`src/rtl/param_usr_if.sv`:
```
// Bus bundle for the param_usr shift register: control/data in, register state out.
interface param_usr_if #(
    parameter int unsigned WIDTH = 8
);
    logic             en;
    logic [2:0]       mode;
    logic [WIDTH-1:0] par_in;
    logic             si;
    logic             start;
    logic [WIDTH-1:0] q;
    logic             so_r;
    logic             so_l;
    logic             busy;
    logic             done;

    modport master (
        output en, mode, par_in, si, start,
        input  q, so_r, so_l, busy, done
    );

    modport slave (
        input  en, mode, par_in, si, start,
        output q, so_r, so_l, busy, done
    );
endinterface

```
`src/rtl/param_usr.sv`:
```
// Universal shift register with mode-selected operations and an automatic
// LSB-first serialiser (IDLE/SHIFT FSM with a bit down-counter).
module param_usr #(
    parameter int unsigned WIDTH = 8
) (
    input  logic           clk,
    input  logic           rst,
    param_usr_if.slave     bus
);
    localparam int unsigned CNT_W = $clog2(WIDTH + 1);

    typedef enum logic {
        IDLE  = 1'b0,
        SHIFT = 1'b1
    } state_e;

    state_e             state_q, state_d;
    logic [WIDTH-1:0]   q_q, q_d;
    logic [CNT_W-1:0]   cnt_q, cnt_d;
    logic               done_q, done_d;
    logic               last_c;

    // Final bit of the serialisation is being shifted out this cycle.
    assign last_c = (cnt_q == CNT_W'(1));

    // State and datapath registers; reset clears everything without a clock.
    always_ff @(posedge clk or posedge rst) begin
        if (rst) begin
            state_q <= IDLE;
            q_q     <= '0;
            cnt_q   <= '0;
            done_q  <= 1'b0;
        end else begin
            state_q <= state_d;
            q_q     <= q_d;
            cnt_q   <= cnt_d;
            done_q  <= done_d;
        end
    end

    // Next-state: start wins over mode in IDLE; en low stalls everything.
    always_comb begin
        state_d = state_q;
        case (state_q)
            IDLE:    if (bus.en && bus.start) state_d = SHIFT;
            SHIFT:   if (bus.en && last_c)    state_d = IDLE;
            default: state_d = IDLE;
        endcase
    end

    // Datapath: register update, counter and the completion pulse.
    always_comb begin
        q_d    = q_q;
        cnt_d  = cnt_q;
        done_d = 1'b0;
        case (state_q)
            IDLE: begin
                if (bus.en) begin
                    if (bus.start) begin
                        q_d   = bus.par_in;
                        cnt_d = CNT_W'(WIDTH);
                    end else begin
                        case (bus.mode)
                            3'b000:  q_d = q_q;
                            3'b001:  q_d = {bus.si, q_q[WIDTH-1:1]};
                            3'b010:  q_d = {q_q[WIDTH-2:0], bus.si};
                            3'b011:  q_d = bus.par_in;
                            3'b100:  q_d = {q_q[0], q_q[WIDTH-1:1]};
                            3'b101:  q_d = {q_q[WIDTH-2:0], q_q[WIDTH-1]};
                            3'b110:  q_d = {q_q[WIDTH-1], q_q[WIDTH-1:1]};
                            3'b111:  q_d = '0;
                            default: q_d = q_q;
                        endcase
                    end
                end
            end
            SHIFT: begin
                if (bus.en) begin
                    q_d    = {bus.si, q_q[WIDTH-1:1]};
                    cnt_d  = cnt_q - CNT_W'(1);
                    done_d = last_c;
                end
            end
            default: ;
        endcase
    end

    // Output mapping straight from the registers.
    assign bus.q    = q_q;
    assign bus.so_r = q_q[0];
    assign bus.so_l = q_q[WIDTH-1];
    assign bus.busy = (state_q == SHIFT);
    assign bus.done = done_q;
endmodule

```
`src/flat_wrapper.sv`:
```
// flat-port wrapper written by rule: the top's interface ports become plain ports
module param_usr_flat 
#(
    parameter int unsigned WIDTH = 8
)
  (clk, rst, bus_en, bus_mode, bus_par_in, bus_si, bus_start, bus_q, bus_so_r, bus_so_l, bus_busy, bus_done);
  param_usr_if #(.WIDTH(WIDTH)) bus_i ();
  input  logic clk;
  input  logic rst;
  input wire logic [$bits(bus_i.en)-1:0] bus_en;
  input wire logic [$bits(bus_i.mode)-1:0] bus_mode;
  input wire logic [$bits(bus_i.par_in)-1:0] bus_par_in;
  input wire logic [$bits(bus_i.si)-1:0] bus_si;
  input wire logic [$bits(bus_i.start)-1:0] bus_start;
  output wire logic [$bits(bus_i.q)-1:0] bus_q;
  output wire logic [$bits(bus_i.so_r)-1:0] bus_so_r;
  output wire logic [$bits(bus_i.so_l)-1:0] bus_so_l;
  output wire logic [$bits(bus_i.busy)-1:0] bus_busy;
  output wire logic [$bits(bus_i.done)-1:0] bus_done;
  assign bus_i.en = bus_en;
  assign bus_i.mode = bus_mode;
  assign bus_i.par_in = bus_par_in;
  assign bus_i.si = bus_si;
  assign bus_i.start = bus_start;
  assign bus_q = bus_i.q;
  assign bus_so_r = bus_i.so_r;
  assign bus_so_l = bus_i.so_l;
  assign bus_busy = bus_i.busy;
  assign bus_done = bus_i.done;
  param_usr #(.WIDTH(WIDTH)) u_core (.clk(clk), .rst(rst), .bus(bus_i));
endmodule
```
`config.mk`:
```
export PLATFORM = sky130hd
export DESIGN_NAME = param_usr_flat
export DESIGN_NICKNAME = d
export VERILOG_FILES = /design/src/rtl/param_usr_if.sv /design/src/rtl/param_usr.sv /design/src/flat_wrapper.sv
export SDC_FILE = /design/constraint.sdc
export NUM_CORES = 1
export LEC_CHECK = 0
export BUFFER_PORTS_ARGS = -buffer_cell sky130_fd_sc_hd__buf_2
export CORE_ASPECT_RATIO = 1.1
export CORE_MARGIN = 1
export CORE_UTILIZATION = 55
export DETAILED_ROUTE_END_ITERATION = 8
export PLACE_DENSITY = 0.91
export SLEW_MARGIN = 20
export SYNTH_ARGS = -nofsm -noshare
export SYNTH_HDL_FRONTEND = slang
export SYNTH_SLANG_ARGS = --single-unit
```
`constraint.sdc`:
```
create_clock -name clk -period 3.7 [get_ports clk]
set_clock_uncertainty 0.05 [all_clocks]
set_input_delay 0.74 -clock clk [delete_from_list [all_inputs] [get_ports clk]]
set_output_delay 0.74 -clock clk [all_outputs]
set_load 0.005 [all_outputs]
```
# Word-level counts from Yosys, hierarchy flattened
# Index checks and enable logic that the tools add are counted.
# classes
addsub	1
eq_ne	13
muxes	14
bitwise	1
n_reduce_logical	6
# op_table
operator	n
8-bit one-hot mux with 7 select lines	1
8-bit 2-to-1 mux	3
8-bit one-hot mux with 2 select lines	1
3-bit == test (second input constant)	4
4-bit 2-to-1 mux	3
4-bit one-hot mux with 2 select lines	1
3-bit by 2-bit == test with 1-bit output (second input constant)	2
2-bit != test (second input constant)	3
3-bit != test (second input constant)	2
3-bit AND reduction	2
4-bit by 1-bit == test with 1-bit output (second input constant)	1
1-bit 2-to-1 mux	4
4-bit AND reduction	1
4-bit by 1-bit subtractor with 4-bit output (second input constant)	1
3-bit by 1-bit == test with 1-bit output (second input constant)	1
3-bit zero test	1
1-bit logical AND	2
1-bit one-hot mux with 2 select lines	1
1-bit NOT	1
# totals
ff_bits	14
in_bits	16
out_inout_bits	12
wordCells	40

# Logic depth before layout (Yosys ltp)
# Gate-level depths: netlist of run 1.
# logic_depth
depth_word	5
depth_mapped	6

# Worst setup path before layout of run 1
# No wires, ideal clock.
# synth_path
path_kind	in2reg
start	input port bus_mode[0]
end	register u_core.q_q[1], in the netlist u_core.bus.q[1]
setup_ns	0.135
arrival_ns	1.784
required_time_ns	3.515
slack_ns	1.731
path_stages	6
path_cell_list	buf_2 and3b_1 buf_6 o21a_1 a2111oi_1 o31ai_1
# synth_via
elab_chain_cells	5
# synth_lines
item	line_no	text
start, declared	flat_wrapper.sv:11	input wire logic [$bits(bus_i.mode)-1:0] bus_mode;
3-bit == test, or another cell as far along	param_usr.sv:63	case (bus.mode)
8-bit one-hot mux with 7 select lines	param_usr.sv:63	
8-bit 2-to-1 mux	param_usr.sv:59	if (bus.start) begin
8-bit 2-to-1 mux	param_usr.sv:58	if (bus.en) begin
8-bit one-hot mux with 2 select lines	param_usr.sv:56	case (state_q)
end signal, assigned	param_usr.sv:35	q_q <= q_d;
end, declared	param_usr.sv:18	logic [WIDTH-1:0] q_q, q_d;
# Several ways; a longest one is shown, not always the timed one. The select of a mux whose other input is x is not followed.
# A chain may end at the register's enable or synchronous reset.

# Final worst setup path of run 1
# layout_path
start	input port bus_start
end	register u_core.q_q[6], in the netlist u_core.bus.q[6]
# layout_via
elab_chain_cells	3
# layout_lines
item	line_no	text
start, declared	flat_wrapper.sv:14	input wire logic [$bits(bus_i.start)-1:0] bus_start;
8-bit 2-to-1 mux	param_usr.sv:59	
8-bit 2-to-1 mux	param_usr.sv:58	
8-bit one-hot mux with 2 select lines	param_usr.sv:56	
# Several ways; a longest one is shown, not always the timed one. The select of a mux whose other input is x is not followed.

==> results.md, run 1 <==
* Area growth syn-to-layout at 10.47%
* Met1 WL at 970 microns
* Least-Margin Pin Slew at 0.7391 ns
* Die H at 46.80 microns
* TritonCTS clock tree: built
* Post-synth EDFFs at 0
* # port buffers at 27
* Worst Path Arrival at 2.16 ns
* R2R Path End: u_core.bus.q[6]
* Hpwl dp at 1.777 mm
* Crit path from: bus_start
* # IOs at 28
* Diode count at 0
* Final setup viols at 0
* Required time of the critical path at 3.82 ns
* Hold WC Path Type: input port to async pin
* Top-count cell post-synth: nand2_1
* Synth Area per Inst at 8.726 sq um
* Synth Instances at 115
* Share of layout cells above drive strength 1 at 23.88%
* RSZ-0062 raised after global routing: false
* Drt via density at 6.265
* Std cell rows at 15
* Clock Path Buffers at 2
* Fin area at 0.001109 sq mm
* Mapped Nets at 133
* GP Congestion at 0.8262
* Total Neg Setup Slack at 0 ns
* Vias in the first global route at 854
* Peak supply drop at 436.9 uV
* Postcts setup bufs at 0
* Leakage power at 0.5404 nW
* Worst path max stage delay at 0.64 ns
* Synth Flop Type: dfrtp_1
* Count of cell types in the netlist at 33
* Critical Path, Cell by Cell: buf_2, or2_1, o41ai_4, a221o_1, o21ai_1
* Critical R2R Launch: u_core.bus.busy
* Netlist Area Pre-Place at 0.001003 sq mm
* Nets at 154
* Pwr Density at 643.8 mW/mm^2
* Clock Tree Root: clkbuf_4
* Global Route Usage Sum at 24.65%
* Crit start category: input port
* Status: complete, no violations
* Yosys reg bits at 14
* CP Max Fanout at 14
* Placed Area at 0.001086 sq mm
* Remaining DRCs at 0
* Register clock-pin slew on the reported worst setup and hold paths at 0.09 ns
* Cts bufs inserted at 3
* Routed Antenna Nets at 0
* Worst reg-to-reg path cell count at 4
* Via count at 946
* Clk Latency, worst-skew pair at 0.28 ns
* Kind of critical path: input port to flop
* Total power at 0.7137 mW
* Yosys Warn Count at 0
* FFs w/ async S/R, synth at 100.0%
* Top routing layer used: met4
* Drt total wl at 2.325 mm
* Die X at 42.73 microns
* Crit. End Element: flop
* Final hold vios at 0
* Met3 WL at 112 microns
* Hold_buf cts at 0
* Placed Cells at 148
* GRT Residual Overflow at 0
* Metal2 WL at 1.220 mm
* Filler Cell Count at 139
* Slew margin rel. at 50.56%
* Max-cap violations at 0
* DR pass1 iterations at 4
* Reg-to-reg slack, setup at 1.68 ns
* WL per Instance at 15.40 microns
* Gates resized, CTS repair at 0
* Sequential area share after synthesis at 34.91%
* Max frequency at 489.3 MHz
* CP max stage cell: o41ai_4
* Antenna violations before repair at 0
* Utilization after layout at 67.89%
* Final worst-path cycle share at 55.24%
* Htree depth at 1
* Fin. max-slew vios at 0
* Top cells by count, synth: nand2_1 (15), dfrtp_1 (14), a21oi_1 (7), o21ai_0 (7), o31ai_1 (7)
* Non-Filler Instances at 151
* Initial Util at 61.46%
* Core area at 0.001633 sq mm
* Time the worst path needs with I/O delays and setup at 2.044 ns
* Top cells by area, synth: dfrtp_1 (35%), nand2_1 (5.6%), o31ai_1 (5.2%)
* Cell taking the most area after synthesis: dfrtp_1
* 1st-iter DRT viols at 23
* Post-synth top area share at 34.91%
* Largest net degree at the start of global routing at 15
* # clock sinks at 14
* Die Area at 0.002000 sq mm
* First-pass GRT wire length at 3.650 mm
-- worst max path at each step --
stage	slack (ns)	end	depth (start not counted)
2_1_floorplan	1.73	u_core.bus.q[1]	6
3_3_place_gp	1.44	u_core.bus.q[6]	5
3_5_place_dp	1.37	u_core.bus.q[6]	5
4_1_cts	1.67	u_core.bus.q[6]	5
5_1_grt	1.60	u_core.bus.q[6]	4
6_report	1.66	u_core.bus.q[6]	5
-- stage by stage --
stage | setup slack [ns] | hold WS (ns)
finish | 1.656 | 0.4345
global route | 1.603 | 0.4852
CTS | 1.666 | 0.4589
detailed placement | 1.367 | 0.4490
global placement | 1.445 | 0.4449
floorplan | 1.731 | 0.4140
-- registers in the layout, summed over array words and instances (netlist names) --
| signal | count |
|---|---|
| u_core.bus.busy | 1 |
| u_core.bus.done | 1 |
| u_core.bus.q | 8 |
| u_core.cnt_q | 4 |
-- worst max-delay path, delay by kind of cell --
family / cells / cell delay, ns
compound gates: 3 / 0.92
simple gates: 1 / 0.34
buf+inv: 1 / 0.17
-- cells by family (layout without fill, tap and decap cells) --
group	after synthesis	count (layout)	synth area share [%]
flip-flops	14	14	34.91
multiplexers	3	3	3.117
adder cells (fa/ha/maj)	2	2	2.493
AO/OA/AOI/OAI	42	42	31.30
buffers and inverters	17	36	9.600
AND/OR/NAND/NOR	37	37	18.58
-- cell usage in the layout (no fill, tap or decap), drive strengths merged, types with 2 or more instances in the layout --
cell type	instances
dfrtp	14
o21a	2
nand2b	2
nor2	6
o21ai	8
nor2b	6
ha	2
inv	6
and3b	3
mux2i	2
o41ai	2
a221o	5
o31ai	7
o22ai	5
buf	27
a2111oi	2
a21oi	7
clkbuf	3
nand2	15
-- per-layer routing --
layer	up-vias	global-route usage, %
met5	-	0
met4	0	11.88
met3	4	5.385
met2	35	43.33
met1	444	29.16
li1	463	-
-- final cells by class --
| type | instances | area, sq um | share of cell area [%] |
|---|---|---|---|
| Inverter | 6 | 22.52 | 2.032 |
| Multi-Input combinational cell | 84 | 556.8 | 50.23 |
| Timing Repair Buffer | 27 | 135.1 | 12.19 |
| Tap cell | 17 | 21.27 | 1.919 |
| Clock buffer | 3 | 22.52 | 2.032 |
| Sequential cell | 14 | 350.3 | 31.60 |
-- report_power, final --
group	total [mW]	switching, mW	internal (mW)
clock network	0.0840	0.0463	0.0376
logic	0.313	0.159	0.154
registers	0.317	0.0961	0.221
total	0.714	0.301	0.412
No activity file was read; power rests on OpenSTA's default activity.
==> run 2, diff against run 1 <==
ABC_AREA = 1   (was unset)
CORE_UTILIZATION = 46   (was 55)
PLACE_DENSITY = 0.82   (was 0.91)
clock period = 1.8 ns   (was 3.7 ns; I/O delays follow)
==> results.md, run 2 <==
* Status: complete, no violations
* Hpwl dp at 1.902 mm (+7.0%)
* Hold WC Path Type: input port to async pin
* Total power at 1.580 mW (+120%)
* Max FFs per register at 8 (unchanged)
* Area growth syn-to-layout at 13.33%
* Synth Flop Type: dfrtp_1
* Netlist Area Pre-Place at 0.001061 sq mm (+5.7%)
* Clk pwr share at 15.3% (+3.5 points)
* Synth Instances at 155 (+35%)
* DR pass1 iterations at 4 (unchanged)
* Clock Tree Root: clkbuf_4
* Die H at 52.37 microns (+12%)
* Clk Latency, worst-skew pair at 0.30 ns (+0.02 ns)
* CP Max Fanout at 7 (-7)
* Antenna violations before repair at 0 (unchanged)
* Most frequent cells in the layout: nand2_1 (52), buf_2 (27), nand3_1 (15), nor2_1 (15), dfrtp_1 (14)
* Final hold vios at 0 (unchanged)
* Diode count at 0 (unchanged)
* Postcts setup bufs at 0 (unchanged)
* Top-count cell post-synth: nand2_1
* Total Neg Setup Slack at 0 ns (unchanged)
* Synth Area per Inst at 6.845 sq um (-22%)
* Crit path buffers/inverters at 1 (unchanged)
* Cell taking the most area after synthesis: dfrtp_1
* Top cells by count, synth: nand2_1 (52), nand3_1 (15), nor2_1 (15)
* Post-synth top area share at 33.02% (-1.9 points)
* Die Area at 0.002503 sq mm (+25%)
* Mapped Nets at 173 (+30%)
* Routed Antenna Nets at 0 (unchanged)
* Remaining DRCs at 0 (unchanged)
* CP max stage cell: dfrtp_1
* Crit start category: flop
* Slew margin rel. at 63.31% (+13 points)
* Kind of critical path: flop to output pin
* Core area at 0.002085 sq mm (+28%)
* Via count at 1107 (+17%)
* Reg power frac at 40.0% (-4.4 points)
* Drt via density at 5.348 (-15%)
* Fin. max-slew vios at 0 (unchanged)
* GR peak layer: met2
* Final worst-path cycle share at 78.27%
* Leakage power at 0.6331 nW (+17%)
* Yosys Warn Count at 0 (unchanged)
* Top cells by area, synth: dfrtp_1 (33%), nand2_1 (18%), nand3_1 (7.1%)
* Count of cell types in the netlist at 23 (-30%)
* Hold_buf cts at 0 (unchanged)
* Share of layout cells above drive strength 1 at 24.02% (+0.14 points)
* # IOs at 28 (unchanged)
* Cts bufs inserted at 3 (unchanged)
* Clock Path Buffers at 2 (unchanged)
* RSZ-0062 raised after global routing: false
* Pwr Density at 1314 mW/mm^2 (+100%)
* Met1 usage at 27.00% (-2.2 points)
* Sequential area share after synthesis at 33.02% (-1.9 points)
* 1st-iter DRT viols at 32 (+39%)
* Logic pwr share at 44.7% (+0.9 points)
* FFs w/ async S/R, synth at 100.0% (unchanged)
* Least-Margin Pin Slew at 0.5497 ns (-0.1894 ns)
* Commonest non-fill, non-tap cell in the layout: nand2_1
* Post-synth EDFFs at 0 (unchanged)
* Htree depth at 1 (unchanged)
* Global Route Usage Sum at 22.44% (-2.2 points)
* Worst path max stage delay at 0.52 ns (-0.12 ns)
* Switching share of power at 43.87% (+1.6 points)
* Max frequency at 709.8 MHz
* GP Congestion at 0.9183 (+11%)
* First-pass GRT wire length at 3.981 mm (+9.1%)
* Post-route setup slack at 0.3911 ns (-1.265 ns)
* Largest net degree at the start of global routing at 15 (unchanged)
* Yosys reg bits at 14 (unchanged)
* Gates resized, CTS repair at 0 (unchanged)
* # clock sinks at 14 (unchanged)
* Max-cap violations at 0 (unchanged)
* Crit. End Element: output pin
* TritonCTS clock tree: built
* # port buffers at 27 (unchanged)
* Critical path's top delay family: flip-flops
* Drt total wl at 2.501 mm (+7.6%)
* Initial Util at 50.90% (-11 points)
* Worst Path Arrival at 1.00 ns (-1.16 ns)
* Time the worst path needs with I/O delays and setup at 1.409 ns
* Die X at 47.79 microns (+12%)
* Vias in the first global route at 966 (+13%)
* Pre-CTS WS at 0.3911 ns (-0.9763 ns)
* Met3 Use GR at 2.069% (-3.3 points)
* WL per Instance at 12.08 microns (-22%)
* Std cell rows at 17 (+2)
* Final setup viols at 0 (unchanged)
* Cell-internal power at 0.8868 mW (+120%)
* Peak supply drop at 672.8 uV (+54%)
* GRT Residual Overflow at 0 (unchanged)
* M2 GR Usage at 38.51% (-4.8 points)
* NetSw at 0.6931 mW (+130%)
* Required time of the critical path at 1.39 ns (-2.43 ns)
* Nets at 198 (+29%)
* Critical Path, Cell by Cell: buf_2
* Register clock-pin slew on the reported worst setup and hold paths at 0.09 ns (about the same)
[run 2: cell types whose count changed in the layout (fill, tap and decap cells not counted), sizes merged, moves of 5 or more]
cell and delta:
a221o -5, inv +10, nand2 +39, nand3 +15, nand4 +7, nor2 +12
nor2b -6, o21ai -5, o31ai -7
[run 2: worst register-to-register path: stages, from the launching register on]
cell	delay, ns
dfrtp_1	0.49
inv_2	0.20
nand2_1	0.17
o22ai_1	0.15
nor2_1	0.06
o21ai_0	0.07
nand2_1	0.06
[run 2: kinds of logic after synthesis]
kind of cell	after synthesis	synth area share, %
and+or+nand+nor	96	41.39
DFF	14	33.02
buffers and inverters	23	11.79
adders and majority gates	2	2.358
AOI/OAI and AO/OA	20	11.44
[run 2: final timing paths]
kind                       slack, ns  depth (start not counted)       startpoint         endpoint
min                             0.04                          2              rst  u_core.cnt_q[2]
max                             0.39                          1  u_core.bus.busy         bus_busy
max in group asynchronous       1.29                          2              rst  u_core.bus.q[4]
min in group clk                0.32                          5    bus_par_in[1]  u_core.bus.q[1]
min reg2reg                     0.45                          2  u_core.cnt_q[3]  u_core.cnt_q[3]
max reg2reg                     0.45                          6  u_core.bus.busy  u_core.bus.q[0]
[run 2: power groups by stage]
stage / registers (mW) / logic (mW) / clock network, mW
6_report: 0.632 / 0.707 / 0.241
5_1_grt: 0.652 / 0.823 / 0.247
4_1_cts: 0.630 / 0.713 / 0.240
3_5_place_dp: 0.637 / 0.708 / 0
3_3_place_gp: 0.626 / 0.690 / 0
2_1_floorplan: 0.611 / 0.528 / 0
[run 2: stage by stage]
step / std cells / utilization (%) / hold WS, ns / instance area [sq um]
2_1_floorplan: 155 / - / 0.1992 / 1061
3_3_place_gp: 203 / 55.94 / 0.3856 / 1166
3_5_place_dp: 203 / 55.94 / 0.3918 / 1166
4_1_cts: 207 / 57.68 / 0.07264 / 1202
5_1_grt: 207 / 57.68 / 0.1099 / 1202
6_report: 207 / 57.68 / 0.03882 / 1202
[run 2: area by class of cell]
cell class                      instances  area, sq um
Clock buffer                            4        36.28
Fill cell                             221        882.1
Inverter                               16        60.06
Multi-Input combinational cell        118        585.6
Sequential cell                        14        350.3
Tap cell                               28        35.03
Timing Repair Buffer                   27        135.1
[run 2: routing by layer]
| layer | share of wire, % | wire length [microns] |
|---|---|---|
| met1 | 44 | 1088 |
| met3 | 5.2 | 131 |
| met2 | 49 | 1225 |
| met4 | 2.2 | 55 |
| met5 | 0 | 0 |
==> run 3, diff against run 2 <==
ABC_AREA = 0   (was 1)
CORE_UTILIZATION = 51   (was 46)
PLACE_DENSITY = 0.86   (was 0.82)
clock period = 1.4 ns   (was 1.8 ns; I/O delays follow)
==> results.md, run 3 (synthesis gave the netlist of run 1 again) <==
* Least-Margin Pin Slew at 0.5518 ns (+0.002099 ns)
* Status: complete, but fails checks
* Peak supply drop at 1138 uV (+69%)
* Crit start category: flop
* Core area at 0.001822 sq mm (-13%)
* Non-Filler Instances at 177 (-14%)
* Area growth syn-to-layout at 28.80%
* Die X at 44.30 microns (-7.3%)
* # port buffers at 27 (unchanged)
* Std cell rows at 16 (-1)
* Commonest non-fill, non-tap cell in the layout: buf_2
* Placed Cells at 172 (-15%)
* Pwr Density at 1635 mW/mm^2 (+24%)
* DR pass1 iterations at 4 (unchanged)
* Vias in the first global route at 960 (-0.62%)
* # clock sinks at 14 (unchanged)
* Kind of critical path: flop to flop
* Leakage power at 0.6261 nW (-1.1%)
* Die Area at 0.002149 sq mm (-14%)
* Hold WC Path Type: input port to flop
* Required time of the critical path at 1.51 ns (+0.12 ns)
* Hpwl dp at 1.881 mm (-1.1%)
* Cts bufs inserted at 3 (unchanged)
* Remaining DRCs at 0 (unchanged)
* Clk Latency, worst-skew pair at 0.28 ns (-0.02 ns)
* # IOs at 28 (unchanged)
* Drt total wl at 2.505 mm (+0.16%)
* Max frequency at 693.7 MHz
* Slew margin rel. at 63.17% (-0.14 points)
* Via count at 1024 (-7.5%)
* Max FFs per register at 8 (unchanged)
* Fin. max-slew vios at 0 (unchanged)
* GRT Residual Overflow at 0 (unchanged)
* Diode count at 0 (unchanged)
* Nets at 169 (-15%)
* Antenna violations before repair at 0 (unchanged)
* WL per Instance at 14.15 microns (+17%)
* Htree depth at 1 (unchanged)
* Worst Path Arrival at 1.56 ns (+0.56 ns)
* Largest net degree at the start of global routing at 15 (unchanged)
* GP Congestion at 0.8587 (-6.5%)
* Post-route setup slack at -0.04158 ns (-0.4327 ns)
* Max-cap violations at 0 (unchanged)
* Die H at 48.52 microns (-7.4%)
* Global Route Usage Sum at 26.00% (+3.6 points)
* Clock Path Buffers at 2 (unchanged)
* Time the worst path needs with I/O delays and setup at 1.442 ns
* Most frequent cells in the layout: buf_2 (27), nand2_1 (15), dfrtp_1 (14)
* Initial Util at 55.08% (+4.2 points)
* Routed Antenna Nets at 0 (unchanged)
* Crit. End Element: flop
* Share of layout cells above drive strength 1 at 36.67% (+13 points)
* Final hold vios at 0 (unchanged)
* CP Max Fanout at 5 (-2)
* RSZ-0062 raised after global routing: true
* TritonCTS clock tree: built
* Final worst-path cycle share at 103.0%
* Failing checks: setup timing
* Drt via density at 5.785 (+8.2%)
* 1st-iter DRT viols at 34 (+6.3%)
* Utilization after layout at 70.95% (+13 points)
* Clock Tree Root: clkbuf_4
* Register clock-pin slew on the reported worst setup and hold paths at 0.10 ns (about the same)
* First-pass GRT wire length at 4.250 mm (+6.8%)
* Final setup viols at 6 (+6)
run 3: cell count changes in the layout (fill, tap and decap cells not counted), sizes merged, moves of 7 or more:
cell / before / now
buf: 27 / 41
inv: 16 / 6
nand2: 54 / 15
nand3: 16 / 1
nand4: 7 / 0
nor2: 18 / 6
o31ai: 0 / 7
run 3: through the flow:
stage / hold slack, ns / instance area, sq um / TNS [ns] / power, mW / setup slack [ns]
after floorplan: 0.1192 / 1015 / -0.7557 / 1.418 / -0.1070
after global placement: 0.2981 / 1209 / -1.112 / 1.707 / -0.1963
after detailed placement: 0.2996 / 1209 / -1.460 / 1.772 / -0.2659
after CTS: 0.2865 / 1269 / -0.1267 / 2.095 / -0.03200
after global routing: 0.3286 / 1292 / -0.4914 / 2.300 / -0.09011
final: 0.2929 / 1292 / -0.1156 / 2.113 / -0.04158
run 3: metal layers:
layer	track usage, %	wire [microns]	part of all wire (%)
met1	31.10	1026	41
met3	2.612	109	4.4
met4	7.071	5	0.20
met2	47.55	1363	54
met5	0	0	0
run 3: what timing repair did:
item,CTS,global route
resized for setup,4,6
pin swaps,3,0
setup buffers,0,0
hold buffers,1,0
endpoints found under the hold margin,14,0
setup endpoints to repair,8,9
run 3: area by class of cell:
| class | instances | area, sq um |
|---|---|---|
| multi-input cells | 84 | 591.8 |
| fillers | 147 | 529.3 |
| flip-flops and latches | 14 | 350.3 |
| repair buffers | 42 | 257.7 |
| clock buffers | 4 | 36.28 |
| well taps | 27 | 33.78 |
| inverters | 6 | 22.52 |
run 3: final timing paths:
path / slack, ns / depth (start not counted) / end / from
setup / recovery: -0.04 / 5 / u_core.bus.q[3] / u_core.bus.busy
hold / removal: 0.29 / 3 / u_core.bus.q[0] / bus_par_in[0]
setup reg to reg: -0.04 / 5 / u_core.bus.q[3] / u_core.bus.busy
hold reg to reg: 0.49 / 1 / u_core.bus.done / u_core.cnt_q[3]
max in group asynchronous: 0.38 / 3 / u_core.bus.q[4] / rst
min in group asynchronous: 0.55 / 3 / u_core.cnt_q[1] / rst
run 3: power by group:
| group | internal, mW | switching (mW) | total [mW] |
|---|---|---|---|
| sequential | 0.584 | 0.202 | 0.786 |
| clock | 0.158 | 0.138 | 0.296 |
| combinational | 0.510 | 0.521 | 1.03 |
run 3: critical path, cell delays in order (launching register included):
cell and delay [ns]:
dfrtp_1 0.39, or2_4 0.26, buf_6 0.13, a221o_1 0.28
a21oi_2 0.13, o31ai_1 0.08
